**config.mk**
```make
export PLATFORM = sky130hd
export DESIGN_NAME = oflow_mem_wr_ctrl
export DESIGN_NICKNAME = d
export VERILOG_FILES = /design/src/rtl/oflow_mem_wr_ctrl.sv
export SDC_FILE = /design/constraint.sdc
export NUM_CORES = 2
export LEC_CHECK = 0
export ABC_AREA = 1
export BUFFER_PORTS_ARGS = -buffer_cell sky130_fd_sc_hd__buf_2
export CORE_AREA = 2 2 404 406
export CTS_CLUSTER_DIAMETER = 60
export DETAILED_ROUTE_END_ITERATION = 6
export DIE_AREA = 0 0 406 408
export GPL_TIMING_DRIVEN = 0
export PLACE_DENSITY = 0.48
export SLEW_MARGIN = 20
export SYNTH_ARGS = -nofsm -noshare
export SYNTH_HDL_FRONTEND = slang
export SYNTH_SLANG_ARGS = --single-unit
```
**constraint.sdc**
```tcl
create_clock -name clk -period 46 [get_ports clk]
set_clock_uncertainty 0.15 [all_clocks]
set_input_delay 6.9 -clock clk [delete_from_list [all_inputs] [get_ports clk]]
set_output_delay 6.9 -clock clk [all_outputs]
set_load 0.1 [all_outputs]
```
**src/rtl/oflow_mem_wr_ctrl.sv**
```systemverilog
// Write controller for the dual-port feature memory: packs two bboxes per row,
// buffers two rows and commits them in one dual-port write cycle.
module oflow_mem_wr_ctrl #(
    parameter int DATA_WIDTH_MEM = 284,
    parameter int BBOX_WIDTH     = 142,
    parameter int ADDR_WIDTH     = 8,
    parameter int RAM_DEPTH      = 256
) (
    input  logic                      clk,
    input  logic                      reset,
    input  logic                      start,
    input  logic [BBOX_WIDTH-1:0]     bbox_in,
    input  logic                      bbox_valid,
    input  logic                      frame_last,
    output logic                      bbox_ready,
    output logic [ADDR_WIDTH-1:0]     address_0,
    output logic [ADDR_WIDTH-1:0]     address_1,
    output logic [DATA_WIDTH_MEM-1:0] data_in_0,
    output logic [DATA_WIDTH_MEM-1:0] data_in_1,
    output logic                      csb_0,
    output logic                      csb_1,
    output logic                      web_0,
    output logic                      web_1,
    output logic                      oeb_0,
    output logic                      oeb_1,
    output logic [ADDR_WIDTH:0]       num_rows,
    output logic                      frame_done,
    output logic                      overflow
);

    localparam logic [ADDR_WIDTH:0] ROWS_FULL = (ADDR_WIDTH+1)'(RAM_DEPTH);
    localparam logic [ADDR_WIDTH:0] ROWS_LAST = (ADDR_WIDTH+1)'(RAM_DEPTH - 1);

    typedef enum logic [1:0] {IDLE, COLLECT, WRITE, DONE} state_t;

    state_t                    state_reg, state_next;
    logic [1:0]                slot_reg, slot_next;
    logic [DATA_WIDTH_MEM-1:0] row_a_reg, row_a_next, row_b_reg, row_b_next;
    logic [DATA_WIDTH_MEM-1:0] row_a_fill, row_b_fill;
    logic [ADDR_WIDTH:0]       num_rows_reg, num_rows_next;
    logic                      overflow_reg, overflow_next;
    logic                      frame_done_reg, frame_done_next;
    logic                      bbox_ready_reg, bbox_ready_next;
    logic                      frame_end_reg, frame_end_next;
    logic                      csb_0_reg, csb_0_next, csb_1_reg, csb_1_next;
    logic [ADDR_WIDTH-1:0]     address_0_reg, address_0_next, address_1_reg, address_1_next;
    logic [DATA_WIDTH_MEM-1:0] data_0_reg, data_0_next, data_1_reg, data_1_next;
    logic                      accept;

    assign accept = bbox_valid & bbox_ready_reg & (state_reg == COLLECT);

    // Row contents as they would be with the incoming bbox dropped into its slot.
    always_comb begin
        row_a_fill = row_a_reg;
        row_b_fill = row_b_reg;
        case (slot_reg)
            2'd0:    row_a_fill[DATA_WIDTH_MEM-1:BBOX_WIDTH] = bbox_in;
            2'd1:    row_a_fill[BBOX_WIDTH-1:0]              = bbox_in;
            2'd2:    row_b_fill[DATA_WIDTH_MEM-1:BBOX_WIDTH] = bbox_in;
            default: row_b_fill[BBOX_WIDTH-1:0]              = bbox_in;
        endcase
    end

    always_comb begin
        state_next      = state_reg;
        slot_next       = slot_reg;
        row_a_next      = row_a_reg;
        row_b_next      = row_b_reg;
        num_rows_next   = num_rows_reg;
        overflow_next   = overflow_reg;
        frame_done_next = 1'b0;
        bbox_ready_next = bbox_ready_reg;
        frame_end_next  = frame_end_reg;
        csb_0_next      = 1'b1;
        csb_1_next      = 1'b1;
        address_0_next  = address_0_reg;
        address_1_next  = address_1_reg;
        data_0_next     = data_0_reg;
        data_1_next     = data_1_reg;
        case (state_reg)
            IDLE: begin
                if (start) begin
                    state_next      = COLLECT;
                    bbox_ready_next = 1'b1;
                    slot_next       = 2'd0;
                    row_a_next      = '0;
                    row_b_next      = '0;
                    num_rows_next   = '0;
                    overflow_next   = 1'b0;
                    frame_end_next  = 1'b0;
                end
            end
            COLLECT: begin
                if (accept) begin
                    if (num_rows_reg == ROWS_FULL) begin
                        // Memory full: swallow the bbox, only frame_last matters.
                        overflow_next = 1'b1;
                        if (frame_last) begin
                            state_next      = DONE;
                            frame_done_next = 1'b1;
                            bbox_ready_next = 1'b0;
                        end
                    end else if (slot_reg == 2'd3 || frame_last) begin
                        csb_0_next     = 1'b0;
                        address_0_next = num_rows_reg[ADDR_WIDTH-1:0];
                        data_0_next    = row_a_fill;
                        if (!slot_reg[1]) begin
                            num_rows_next = num_rows_reg + (ADDR_WIDTH+1)'(1);
                        end else if (num_rows_reg == ROWS_LAST) begin
                            num_rows_next = num_rows_reg + (ADDR_WIDTH+1)'(1);
                            overflow_next = 1'b1;
                        end else begin
                            csb_1_next     = 1'b0;
                            address_1_next = num_rows_reg[ADDR_WIDTH-1:0] + ADDR_WIDTH'(1);
                            data_1_next    = row_b_fill;
                            num_rows_next  = num_rows_reg + (ADDR_WIDTH+1)'(2);
                        end
                        row_a_next      = '0;
                        row_b_next      = '0;
                        slot_next       = 2'd0;
                        bbox_ready_next = 1'b0;
                        frame_end_next  = frame_last;
                        state_next      = WRITE;
                    end else begin
                        row_a_next = row_a_fill;
                        row_b_next = row_b_fill;
                        slot_next  = slot_reg + 2'd1;
                    end
                end
            end
            WRITE: begin
                if (frame_end_reg) begin
                    state_next      = DONE;
                    frame_done_next = 1'b1;
                end else begin
                    state_next      = COLLECT;
                    bbox_ready_next = 1'b1;
                end
            end
            default: begin
                state_next = IDLE;
            end
        endcase
    end

    always_ff @(posedge clk or posedge reset) begin
        if (reset) begin
            state_reg      <= IDLE;
            slot_reg       <= 2'd0;
            row_a_reg      <= '0;
            row_b_reg      <= '0;
            num_rows_reg   <= '0;
            overflow_reg   <= 1'b0;
            frame_done_reg <= 1'b0;
            bbox_ready_reg <= 1'b0;
            frame_end_reg  <= 1'b0;
            csb_0_reg      <= 1'b1;
            csb_1_reg      <= 1'b1;
            address_0_reg  <= '0;
            address_1_reg  <= '0;
            data_0_reg     <= '0;
            data_1_reg     <= '0;
        end else begin
            state_reg      <= state_next;
            slot_reg       <= slot_next;
            row_a_reg      <= row_a_next;
            row_b_reg      <= row_b_next;
            num_rows_reg   <= num_rows_next;
            overflow_reg   <= overflow_next;
            frame_done_reg <= frame_done_next;
            bbox_ready_reg <= bbox_ready_next;
            frame_end_reg  <= frame_end_next;
            csb_0_reg      <= csb_0_next;
            csb_1_reg      <= csb_1_next;
            address_0_reg  <= address_0_next;
            address_1_reg  <= address_1_next;
            data_0_reg     <= data_0_next;
            data_1_reg     <= data_1_next;
        end
    end

    assign bbox_ready = bbox_ready_reg;
    assign address_0  = address_0_reg;
    assign address_1  = address_1_reg;
    assign data_in_0  = data_0_reg;
    assign data_in_1  = data_1_reg;
    assign csb_0      = csb_0_reg;
    assign csb_1      = csb_1_reg;
    assign web_0      = csb_0_reg;
    assign web_1      = csb_1_reg;
    assign oeb_0      = 1'b1;
    assign oeb_1      = 1'b1;
    assign num_rows   = num_rows_reg;
    assign frame_done = frame_done_reg;
    assign overflow   = overflow_reg;

endmodule

```
==> results.md <==
- The number of hold buffers added after CTS was 0.
- The average instance in the mapped netlist occupies just under 9 um^2.
- The average vias per placed instance is between 4 and 5.
- For this block, the via count after detailed routing is approximately 41,000.
- In the final layout, the share of cells above drive strength 1 is 0.189.
- The via count of the first global-routing pass is ~40,000.
- Counting along the longest clock path gives a buffer depth of 3.
- The portion of netlist area occupied by mux cells is 0.000208.
- The count of flip-flops with a built-in enable after synthesis is 0.
- Of the total power, registers draw 0.295.
- Of the total power, the clock network draws 0.247.
- The leakage power is just under 30 nW.
- STA classifies the critical path startpoint as an input pin.
- In the routed design, unresolved DRC markers number 0.
- The routed design could run at a clock period as short as approximately 9.1 ns.
- After synthesis, the share of flip-flops with an asynchronous set or reset is 1.00.
- After synthesis the netlist holds a flip-flop and latch count of between 1,000 and 1,500.
- The endpoint required time on the critical path is between 40 and 50 ns.
- For this configuration, the core starts out at a cell density of 0.298.
- The number of gates resized after CTS was 0.
- The first global-routing pass estimated 277 mm of wire.
- STA puts the critical path data arrival time at 9.82 ns.
- The netlist uses 32 different library cells.
- From synthesis to final layout, the design area changed by 24.7%.
- In the finished design, the share of the clock period the worst path needs comes to 0.198.
- The CTS tree is done.
- The floorplan step defined a die boundary enclosing between 150,000 and 200,000 um^2.
- Buffers added to address setup during post-CTS repair amount to 0.
- Pin placement for this block handled around 750 I/O pins.
- The net switching component of the power is about 2.4 mW.
- The power density over the cells is around 79 nW/um^2.
- By area, the combinational part of the netlist is dominated by simple AND/OR/NAND/NOR gates.
- The simple-gate portion of the synthesized area is 0.171.
- The run finished with clean final reports.
- The register-to-register path setup slack is between 40 and 50 ns.
- Clock-pin slew was measured on the worst setup and hold paths at approximately 0.050 ns.
- Yosys printed 0 warnings.
- The worst-margin pin slew is between 1 and 1.5 ns.
- The normalized max-slew margin is 0.209.
- The die is between 400 and 500 um wide.
- The synthesized cell area is ~48,000 um^2.
- The clock buffer count from CTS is roughly 150.
- The startpoint identified for the worst register-to-register timing path is slot_reg[1].
- The tool flagged a number of max-cap violations equal to 0.
- The sequential-to-total area share from yosys stat is 0.608.
- Port buffering added roughly 750 buffers.
- The power share of the combinational group is 0.458.
- The initialized floorplan defines roughly 150 standard-cell rows.
- For this block, the initial DRC count from the detailed router was ~3,300.
- The maximum clock rate is 110 MHz.
- The HPWL after detailed placement is 141 mm.
- The primary flip-flop cell chosen by synthesis mapping is dfrtp_1.
- For this run, the total global-route usage over all layers was measured as 0.226.
- STA classifies the critical path endpoint as an asynchronous set/reset pin.
- The final-report hold violation count was 0.
- At the later pin of the worst-skew pair, clock insertion delay measures roughly 0.78 ns.
- The end of the worst register-to-register path is data_in_1[2].
- The detailed-router iteration count before antenna repair is 5.
- The worst-case IR drop observed on VDD is between 0.05 and 0.06 mV.
- CTS placed an instance of clkbuf_16 at the clock tree root.
- The setup slack after placement is between 30 and 40 ns.
- The max-slew violation count is 0.
- The area fraction in compound gates after synthesis was 0.152.
- Setup repair after global routing left no endpoint under its margin.
- The fraction of power spent switching nets is 0.511.
- The class of the tightest hold or removal check is flop to flop.
- The tree built by TritonCTS fans out to 1,171 sinks.
- The launching element of the worst setup path is reset.
- Cell internal power was estimated by the tool at ~2.3 mW.
- For the worst flop-to-flop path, the logic depth is 9.
- The total congestion overflow is 0.
- The number of H-tree levels is 4.
- Of the total synthesized cell area, the portion taken by XOR and XNOR cells is 0.00109.
- The post-route antenna net violation count is 0.
- The net count of the finished layout is between 6,000 and 7,000.
- For the final routed database, the setup TNS stands at 0 ns.
- The floorplan die height is 408 um.
- The largest net degree at the start of global routing is between 90 and 100.
- The maximum net fanout on the critical path is slightly below 100.
- In this run the worst setup path terminates at data_in_1[70].
- The total routed wirelength is approximately 190 mm.
- The synthesized-area fraction occupied by adder cells is 0.00337.
- Synthesis produced approximately 5,500 cells.
- The worst setup margin is between 30 and 40 ns.
- The placer congestion estimate is 0.852.
- The total core area is around 160,000 um^2.
- The kind of critical path is input pin to asynchronous set/reset pin.
- Dividing the detail-routed wire length by the instance count gives 21.7 um.
- The initial antenna violation count came to 19.
- The final count of negative-setup-slack endpoints is 0.
==> power by group through the flow <==
stage               registers [mW]  logic [mW]  clock network, mW
floorplan                     2.33       0.639                  0
detailed placement            1.42        2.20                  0
CTS                           1.41        2.21               1.21
global placement              1.42        2.18                  0
finish                        1.41        2.18               1.18
global route                  1.44        2.32               1.25
==> worst min path at each step <==
stage	startpoint	endpoint	slack, ns	cells after the start
after floorplan	row_a_reg[140]	row_a_reg[140]	0.30	2
after global placement	data_in_1[22]	data_in_1[22]	0.31	2
after detailed placement	data_in_1[30]	data_in_1[30]	0.31	2
after CTS	data_in_1[30]	data_in_1[30]	0.33	2
after global routing	data_in_1[90]	data_in_1[90]	0.34	2
final	data_in_1[30]	data_in_1[30]	0.32	2
==> per-layer routing <==
metal	GRT usage	share of wire	up-vias	routed length, um
li1	-	-	19500	-
met1	0.300	0.43	20000	81000
met2	0.353	0.46	1255	86100
met3	0.0716	0.088	206	16700
met4	0.0644	0.027	4	5060
met5	0	0.00014	-	27
==> layout by cell type, fill, tap and decap left out, types with 3 or more instances in the layout <==
cell type	netlist	routed
clkinvlp_4	0	7
buf_16	0	17
clkbuf_1	174	197
nand2_4	3	3
inv_2	4	4
diode_2	0	8
bufinv_16	0	8
nor2_2	4	4
clkbuf_16	0	152
buf_4	27	27
xor2_1	6	6
buf_6	42	42
clkinv_2	0	16
clkbuf_2	3	9
clkbuf_8	0	32
buf_2	109	855
inv_8	0	3
nand2_1	1965	1965
buf_1	13	13
inv_6	0	7
dfrtp_1	1169	1169
nand3_1	17	17
ha_1	13	13
nand4_1	5	5
o21ai_2	28	28
inv_1	307	306
nor2_1	168	168
o21ai_1	180	180
o21ai_0	1220	1220
a21oi_1	13	13
==> per-stage QoR <==
step	total power [mW]	cell area (um^2)	std cells	hold slack [ns]	utilization
6_report	4.77	60100	8692	0.318	0.372
5_1_grt	5.01	60100	8685	0.339	0.372
4_1_cts	4.82	60100	8684	0.325	0.372
3_5_place_dp	3.62	55200	8424	0.310	0.341
3_3_place_gp	3.61	54700	8406	0.307	0.338
2_1_floorplan	2.97	48200	5485	0.298	-
==> cell type report <==
type,instances,area [um^2]
diodes,8,20.0
plain buffers,369,1960
clock buffers,214,4360
clock inverters,46,568
fillers,16800,102000
inverters,312,1180
multi-input cells,3633,15800
flip-flops and latches,1171,29300
well taps,2175,2720
repair buffers,764,4220
==> cells by family after synthesis <==
group | Yosys count
flops | 1171
compound gates | 1442
mux | 1
fa+ha+maj | 13
simple gates | 2169
xor+xnor | 6
other cells | 1
buf+inv | 681
==> worst max-delay path: stages <==
cell and delay (ns):
buf_2 0.13, inv_8 0.39, buf_16 0.41, buf_16 0.40
buf_16 0.35, buf_16 0.38, buf_16 0.40
==> cells in the mapped netlist, types with 2 or more instances <==
cell type	n	area (um^2)
xor2_1	6	52.6
a21oi_1	13	65.1
o21ai_2	28	245
buf_2	109	546
nand2_2	2	12.5
o21ai_0	1220	6110
inv_2	4	15.0
nor2_4	2	22.5
nand4_1	5	31.3
nand3_1	17	85.1
nor2_1	168	631
inv_1	307	1150
nor2_2	4	25.0
nand2_4	3	33.8
ha_1	13	163
o21ai_1	180	901
buf_4	27	203
dfrtp_1	1169	29300
nand2_1	1965	7380
buf_6	42	473
clkbuf_1	174	653
clkbuf_2	3	15.0
dfstp_2	2	52.6
buf_1	13	48.8
(Power assumes the default switching activity.)
